`config.mk`:
```
export PLATFORM = sky130hd
export DESIGN_NAME = led_burst_arbiter
export DESIGN_NICKNAME = d
export VERILOG_FILES = /design/src/rtl/led_arb_pkg.sv /design/src/rtl/led_tick_gen.sv /design/src/rtl/led_burst_arbiter.sv
export SDC_FILE = /design/constraint.sdc
export NUM_CORES = 1
export LEC_CHECK = 0
export BUFFER_PORTS_ARGS = -buffer_cell sky130_fd_sc_hd__buf_4
export CAP_MARGIN = 30
export CORE_MARGIN = 1
export CORE_UTILIZATION = 45
export CTS_BUF_LIST = sky130_fd_sc_hd__clkbuf_8
export DETAILED_ROUTE_END_ITERATION = 16
export GPL_TIMING_DRIVEN = 0
export PLACE_DENSITY = 0.65
export RECOVER_POWER = 100
export REMOVE_ABC_BUFFERS = 1
export SYNTH_ARGS = -nofsm -noshare
export SYNTH_HDL_FRONTEND = slang
export SYNTH_HIERARCHICAL = 1
export SYNTH_SLANG_ARGS = --single-unit
```
`constraint.sdc`:
```
create_clock -name clk -period 2.4 [get_ports clk]
set_input_delay 0.36 -clock clk [delete_from_list [all_inputs] [get_ports clk]]
set_output_delay 0.36 -clock clk [all_outputs]
set_load 0.01 [all_outputs]
```
`src/rtl/led_arb_pkg.sv`:
```
// Shared types and helpers for the LED burst arbiter: FSM state encoding and
// the blink half-period calculation.
package led_arb_pkg;

   typedef enum logic [1:0] {
      IDLE = 2'd0,
      ON   = 2'd1,
      OFF  = 2'd2,
      DONE = 2'd3
   } state_t;

   // Clamped to 1 so a too-fast blink rate still yields a legal prescaler.
   function automatic int half_period(input int clk_hz, input int blink_hz);
      int h;
      h = clk_hz / (2 * blink_hz);
      return (h < 1) ? 1 : h;
   endfunction

endpackage

```
`src/rtl/led_tick_gen.sv`:
```
// Half-period prescaler: counts 0..HALF-1 and pulses tick for one cycle at
// HALF-1; clr restarts the count at the next edge.
module led_tick_gen #(
   parameter int HALF = 4
) (
   input  logic clk,
   input  logic rst_n,
   input  logic clr,
   output logic tick
);

   localparam int            CW   = (HALF > 1) ? $clog2(HALF) : 1;
   localparam logic [CW-1:0] LAST = CW'(HALF - 1);

   logic [CW-1:0] cnt;

   assign tick = (cnt == LAST);

   // NOTE: sequential state is always assigned with <= so every flop samples
   // the pre-edge value of its inputs regardless of process ordering.
   always_ff @(posedge clk or negedge rst_n) begin
      if (!rst_n)
         cnt <= '0;
      else if (clr || tick)
         cnt <= '0;
      else
         cnt <= cnt + 1'b1;
   end

endmodule

```
`src/rtl/led_burst_arbiter.sv`:
```
// Grants the status LED to one requester at a time and blinks it burst_len
// times. Define LED_ARB_ROUND_ROBIN_EN for round-robin, else fixed priority.
module led_burst_arbiter
   import led_arb_pkg::*;
#(
   parameter int CLK_HZ   = 100_000_000,
   parameter int BLINK_HZ = 2,
   parameter int NREQ     = 2,
   parameter int CNT_W    = 4
) (
   input  logic                  clk,
   input  logic                  rst_n,
   input  logic [NREQ-1:0]       req,
   input  logic [NREQ*CNT_W-1:0] burst_len,
   output logic [NREQ-1:0]       gnt,
   output logic [NREQ-1:0]       done,
   output logic                  busy,
   output logic [1:0]            led
);

   localparam int HALF  = half_period(CLK_HZ, BLINK_HZ);
   localparam int IDX_W = $clog2(NREQ);

   state_t             state_q, state_d;
   logic [CNT_W-1:0]   cnt_q, win_len;
   logic [IDX_W-1:0]   owner_q, owner_d, win_idx;
   logic               win_valid, tick, clr;
   logic [NREQ-1:0]    owner_oh, win_oh, zl_gnt;
   logic [NREQ-1:0]    gnt_q, gnt_d, done_q, done_d;
   logic               busy_q, busy_d, led0_q, led0_d;

`ifdef LED_ARB_ROUND_ROBIN_EN
   logic [IDX_W-1:0] ptr_q, rr_idx;

   // Scan downward from pointer+NREQ-1 so the lowest index at/after ptr wins.
   always_comb begin
      // NOTE: every combinational output gets a default first so no path
      // leaves it unassigned and infers a latch.
      win_valid = 1'b0;
      win_idx   = '0;
      rr_idx    = '0;
      for (int off = NREQ - 1; off >= 0; off--) begin
         rr_idx = IDX_W'((int'(ptr_q) + off) % NREQ);
         if (req[rr_idx]) begin
            win_valid = 1'b1;
            win_idx   = rr_idx;
         end
      end
   end

   always_ff @(posedge clk or negedge rst_n) begin
      if (!rst_n)
         ptr_q <= '0;
      else if (state_q == DONE)
         ptr_q <= (int'(owner_q) == NREQ - 1) ? '0 : owner_q + 1'b1;
   end
`else
   always_comb begin
      win_valid = 1'b0;
      win_idx   = '0;
      for (int k = NREQ - 1; k >= 0; k--) begin
         if (req[k]) begin
            win_valid = 1'b1;
            win_idx   = IDX_W'(k);
         end
      end
   end
`endif

   always_comb begin
      win_len = '0;
      win_oh  = '0;
      for (int k = 0; k < NREQ; k++) begin
         win_oh[k] = (win_idx == IDX_W'(k));
         if (win_idx == IDX_W'(k))
            win_len = burst_len[k*CNT_W +: CNT_W];
      end
   end

   assign clr = (state_q == IDLE) || (state_q == DONE);

   led_tick_gen #(.HALF(HALF)) u_tick (
      .clk   (clk),
      .rst_n (rst_n),
      .clr   (clr),
      .tick  (tick)
   );

   always_ff @(posedge clk or negedge rst_n) begin
      if (!rst_n)
         state_q <= IDLE;
      else
         state_q <= state_d;
   end

   always_comb begin
      state_d = state_q;
      case (state_q)
         IDLE:    if (win_valid) state_d = (win_len != '0) ? ON : DONE;
         ON:      if (tick) state_d = OFF;
         OFF:     if (tick) state_d = (cnt_q < CNT_W'(2)) ? DONE : ON;
         DONE:    state_d = IDLE;
         default: state_d = IDLE;
      endcase
   end

   assign owner_d = (state_q == IDLE && win_valid) ? win_idx : owner_q;

   // Outputs are registered from the next state so they line up with it.
   always_comb begin
      for (int k = 0; k < NREQ; k++)
         owner_oh[k] = (owner_d == IDX_W'(k));
      gnt_d  = (state_d == ON || state_d == OFF) ? owner_oh : '0;
      done_d = (state_d == DONE) ? owner_oh : '0;
      busy_d = (state_d != IDLE);
      led0_d = (state_d == ON);
   end

   always_ff @(posedge clk or negedge rst_n) begin
      if (!rst_n) begin
         cnt_q   <= '0;
         owner_q <= '0;
         gnt_q   <= '0;
         done_q  <= '0;
         busy_q  <= 1'b0;
         led0_q  <= 1'b0;
      end else begin
         owner_q <= owner_d;
         gnt_q   <= gnt_d;
         done_q  <= done_d;
         busy_q  <= busy_d;
         led0_q  <= led0_d;
         if (state_q == IDLE && win_valid)
            cnt_q <= win_len;
         else if (state_q == OFF && tick && cnt_q != '0)
            cnt_q <= cnt_q - 1'b1;
      end
   end

   // A zero-length burst shows its grant during the decision cycle itself.
   assign zl_gnt = (rst_n && state_q == IDLE && win_valid && win_len == '0) ? win_oh : '0;

   assign gnt  = gnt_q | zl_gnt;
   assign done = done_q;
   assign busy = busy_q;
   assign led  = {busy_q, led0_q};

endmodule

```
==> insert_results.sql <==
INSERT INTO impl_metrics (metric_group, metric, value, unit) VALUES
('run_status', 'status', 'finished, final reports clean', ''),
('sta', 'max_slew.worst_pin.slew', '976', 'ps'),
('sta', 'tns', '0', 'ps'),
('grt', 'globalRoute.totalOverflow', '0', ''),
('clock_tree', 'cts_tree', 'done', ''),
('power_and_ir_drop', 'power', '2.28', 'mW'),
('floorplan', 'floorplan.die.height', '70.8', 'um'),
('run', 'cap_violations', '0', ''),
('setup_path', 'cp-end-kind', 'register', ''),
('clock_tree', 'clock_tree.buffer_depth', '2', ''),
('grt', 'globalRouteTotalUtil', '0.190', ''),
('final_layout', 'finalInstanceArea', '0.00250', 'mm^2'),
('sta', 'finalSetupViolations', '0', ''),
('sta', 'report.final.slew_viol_count', '0', ''),
('power_and_ir_drop', 'p_per_area', '910', 'mW/mm^2'),
('detailed_routing', 'detailedRoute.firstPassIterationCount', '10', ''),
('logic_synthesis', 'synth-seq-cells', '38', ''),
('detailed_routing', 'detail_route.drc_violations', '0', ''),
('sta', 'timing_hold_violations_final', '0', ''),
('placement', 'place.gp.congestion', '0.702', ''),
('logic_synthesis', 'post_synth_num_cell_types', '46', ''),
('final_layout', 'nets', '267', ''),
('setup_path', 'critical_path_peak_fanout', '5', ''),
('setup_path', 'setup.worst_path.start_class', 'register', ''),
('final_layout', 'n_antenna_cell', '0', ''),
('setup_path', 'timing.setup.critical_path_class', 'reg2reg', ''),
('sta', 'finalWorstSetupSlack', '14.4', 'ps'),
('floorplan', 'dieWidth', '70.8', 'um'),
('floorplan', 'num_io_pins', '19', ''),
('detailed_routing', 'num_vias', '1698', ''),
('logic_synthesis', 'portion_of_the_post_synthesis_area_used_by_sequential_elements', '0.446', ''),
('placement', 'placedInstanceArea', '0.00229', 'mm^2'),
('setup_path', 'worst-endpoint-required', '2630', 'ps'),
('detailed_routing', 'vias_per_cell', '5.68', ''),
('floorplan', 'floorplan.core_area', '0.00444', 'mm^2'),
('setup_path', 'timing.critical_path.from', 'u_tick/cnt[0]$_DFF_PN0_', ''),
('clock_tree', 'cts-hold-fix-buffers', '0', ''),
('power_and_ir_drop', 'total_leakage_power', '1.05', 'nW'),
('logic_synthesis', 'synth_flop_cell', 'sky130_fd_sc_hd__dfrtp_1', ''),
('placement', 'port_buffers', '18', ''),
('placement', 'preCtsSetupSlack', '-576', 'ps'),
('grt', 'first_global_vias', '1691', ''),
('detailed_routing', 'violation_count_after_the_first_detailed_route_iteration', '52', ''),
('detailed_routing', 'totalWireLength', '4370', 'um'),
('detailed_routing', 'post_detailed_route_count_of_antenna_violating_nets', '0', ''),
('grt', 'antenna_found_initial', '0', ''),
('final_layout', 'commonest_non_fill_non_tap_cell_in_the_layout', 'sky130_fd_sc_hd__dfrtp_1', ''),
('clock_tree', 'cts.htree.levels', '2', ''),
('grt', 'grt_pass1_wl', '7480', 'um'),
('sta', 'slew_headroom', '0.349', ''),
('sta', 'hold_ws', '216', 'ps'),
('final_layout', 'finish.utilization', '0.563', ''),
('logic_synthesis', 'synth_enable_flop_cells', '0', ''),
('clock_tree', 'cts.sink_count', '38', ''),
('floorplan', 'die_area', '0.00501', 'mm^2'),
('logic_synthesis', 'synthesis.area_per_instance', '9.69', 'um^2'),
('final_layout', 'area_delta_synth_final', '17.4', '%'),
('power_and_ir_drop', 'irDropWorstVdd', '639', 'uV'),
('clock_tree', 'tritoncts.num_buffers', '5', ''),
('placement', 'dpl.cell_count', '282', ''),
('sta', 'period_utilisation_layout', '0.994', ''),
('setup_path', 'regToRegStartpoint', 'u_tick/cnt[0]$_DFF_PN0_', ''),
('setup_path', 'worst-endpoint-arrival', '2620', 'ps'),
('logic_synthesis', 'yosysWarningCount', '6', ''),
('grt', 'maximum_number_of_pins_on_one_net_before_global_route_repair', '41', ''),
('final_layout', 'drive_above_1_share', '0.206', ''),
('min_path', 'hold_path_class', 'in2async', ''),
('sta', 'rsz0062_at_grt', 'true', ''),
('sta', 'finalCriticalPeriod', '2390', 'ps'),
('logic_synthesis', 'synthCells', '220', ''),
('floorplan', 'placement_rows', '24', '');
-- power breakdown --
part           switching, mW  leakage (nW)  internal (mW)
combinational          0.521         0.486          0.361
clock                  0.231        0.0579          0.306
sequential            0.0955         0.504          0.760
-- worst paths after layout --
path | end | slack (ps) | depth (start not counted)
worst max-delay path | gnt_q[1]$_DFF_PN0_ | 10 | 10
worst min-delay path | u_tick/cnt[1]$_DFF_PN0_ | 220 | 1
worst max register to register | gnt_q[1]$_DFF_PN0_ | 10 | 10
worst min register to register | u_tick/cnt[21]$_DFF_PN0_ | 570 | 2
max in group asynchronous | u_tick/cnt[3]$_DFF_PN0_ | 1520 | 1
min in group clk | cnt_q[0]$_DFFE_PN0P_ | 370 | 3
-- cells in the mapped netlist, types with 2 or more instances --
cell type	number	share of area
sky130_fd_sc_hd__a21oi_2	3	0.012
sky130_fd_sc_hd__nor3b_1	2	0.0070
sky130_fd_sc_hd__a21oi_1	15	0.035
sky130_fd_sc_hd__and2_1	2	0.0059
sky130_fd_sc_hd__o21ai_0	9	0.021
sky130_fd_sc_hd__ha_1	9	0.053
sky130_fd_sc_hd__nor2b_1	5	0.015
sky130_fd_sc_hd__nand2_1	12	0.021
sky130_fd_sc_hd__or4_4	2	0.011
sky130_fd_sc_hd__a41o_1	2	0.0094
sky130_fd_sc_hd__a211oi_1	2	0.0070
sky130_fd_sc_hd__inv_1	14	0.025
sky130_fd_sc_hd__nor2_1	20	0.035
sky130_fd_sc_hd__xor2_1	2	0.0082
sky130_fd_sc_hd__o31ai_1	6	0.021
sky130_fd_sc_hd__a22o_1	2	0.0082
sky130_fd_sc_hd__or3_1	6	0.018
sky130_fd_sc_hd__nand4_1	2	0.0059
sky130_fd_sc_hd__buf_2	2	0.0047
sky130_fd_sc_hd__nor4_1	4	0.012
sky130_fd_sc_hd__dfrtp_1	38	0.45
sky130_fd_sc_hd__xnor2_1	10	0.041
sky130_fd_sc_hd__o22ai_1	2	0.0059
sky130_fd_sc_hd__buf_4	3	0.011
sky130_fd_sc_hd__nand3_1	11	0.026
sky130_fd_sc_hd__or4_1	6	0.021
sky130_fd_sc_hd__nor3_1	7	0.016
sky130_fd_sc_hd__and4_1	2	0.0082
sky130_fd_sc_hd__clkbuf_1	3	0.0053
-- critical path: stages, from the launching register on --
cell                      delay, ps
sky130_fd_sc_hd__dfrtp_1        400
sky130_fd_sc_hd__ha_4           170
sky130_fd_sc_hd__nand2_4         50
sky130_fd_sc_hd__or4b_4         560
sky130_fd_sc_hd__nor3_4         240
sky130_fd_sc_hd__buf_4          170
sky130_fd_sc_hd__nor2b_1         40
sky130_fd_sc_hd__o22ai_1        150
sky130_fd_sc_hd__o21ai_2        110
sky130_fd_sc_hd__ha_1           320
sky130_fd_sc_hd__nor2b_1        110
-- cell type report --
type                            instances  area, um^2  area share
Multi-Input combinational cell        159        1130       0.453
Sequential cell                        38         953       0.381
Timing Repair Buffer                   28         189      0.0755
Clock buffer                            5        68.8      0.0275
Tap cell                               52        65.1      0.0260
Inverter                               14        52.6      0.0210
Clock inverter                          3        40.0      0.0160
-- timing repair --
| item | 4_1_cts | 5_1_grt |
|---|---|---|
| resized for setup | 11 | 5 |
| setup buffers | 3 | 6 |
| pin swaps | 2 | 1 |
| endpoints found under the setup margin | 24 | 6 |
-- sequential cells by signal, summed over array words and instances (netlist names) --
register    count
led0_q          1
owner_q         1
done            2
busy            1
u_tick/cnt     25
gnt_q           2
cnt_q           4
state_q         2
-- cell families after synthesis --
logic type | count (synthesis) | synth area share
and+or+nand+nor | 89 | 0.241
AOI/OAI and AO/OA | 48 | 0.156
DFF | 38 | 0.446
buffers and inverters | 23 | 0.0505
xor gates and xnor gates | 12 | 0.0493
adders and majority gates | 9 | 0.0528
muxes | 1 | 0.00470
-- layer usage --
layer  wire (um)  up-vias  GRT usage  share of wire
met4          38        0     0.0533         0.0087
met5           0        -          0              0
li1            -      841          -              -
met2        2090       12      0.315           0.48
met1        2140      841      0.252           0.49
met3          95        4     0.0427          0.022
No activity file was read; power rests on OpenSTA's default activity.
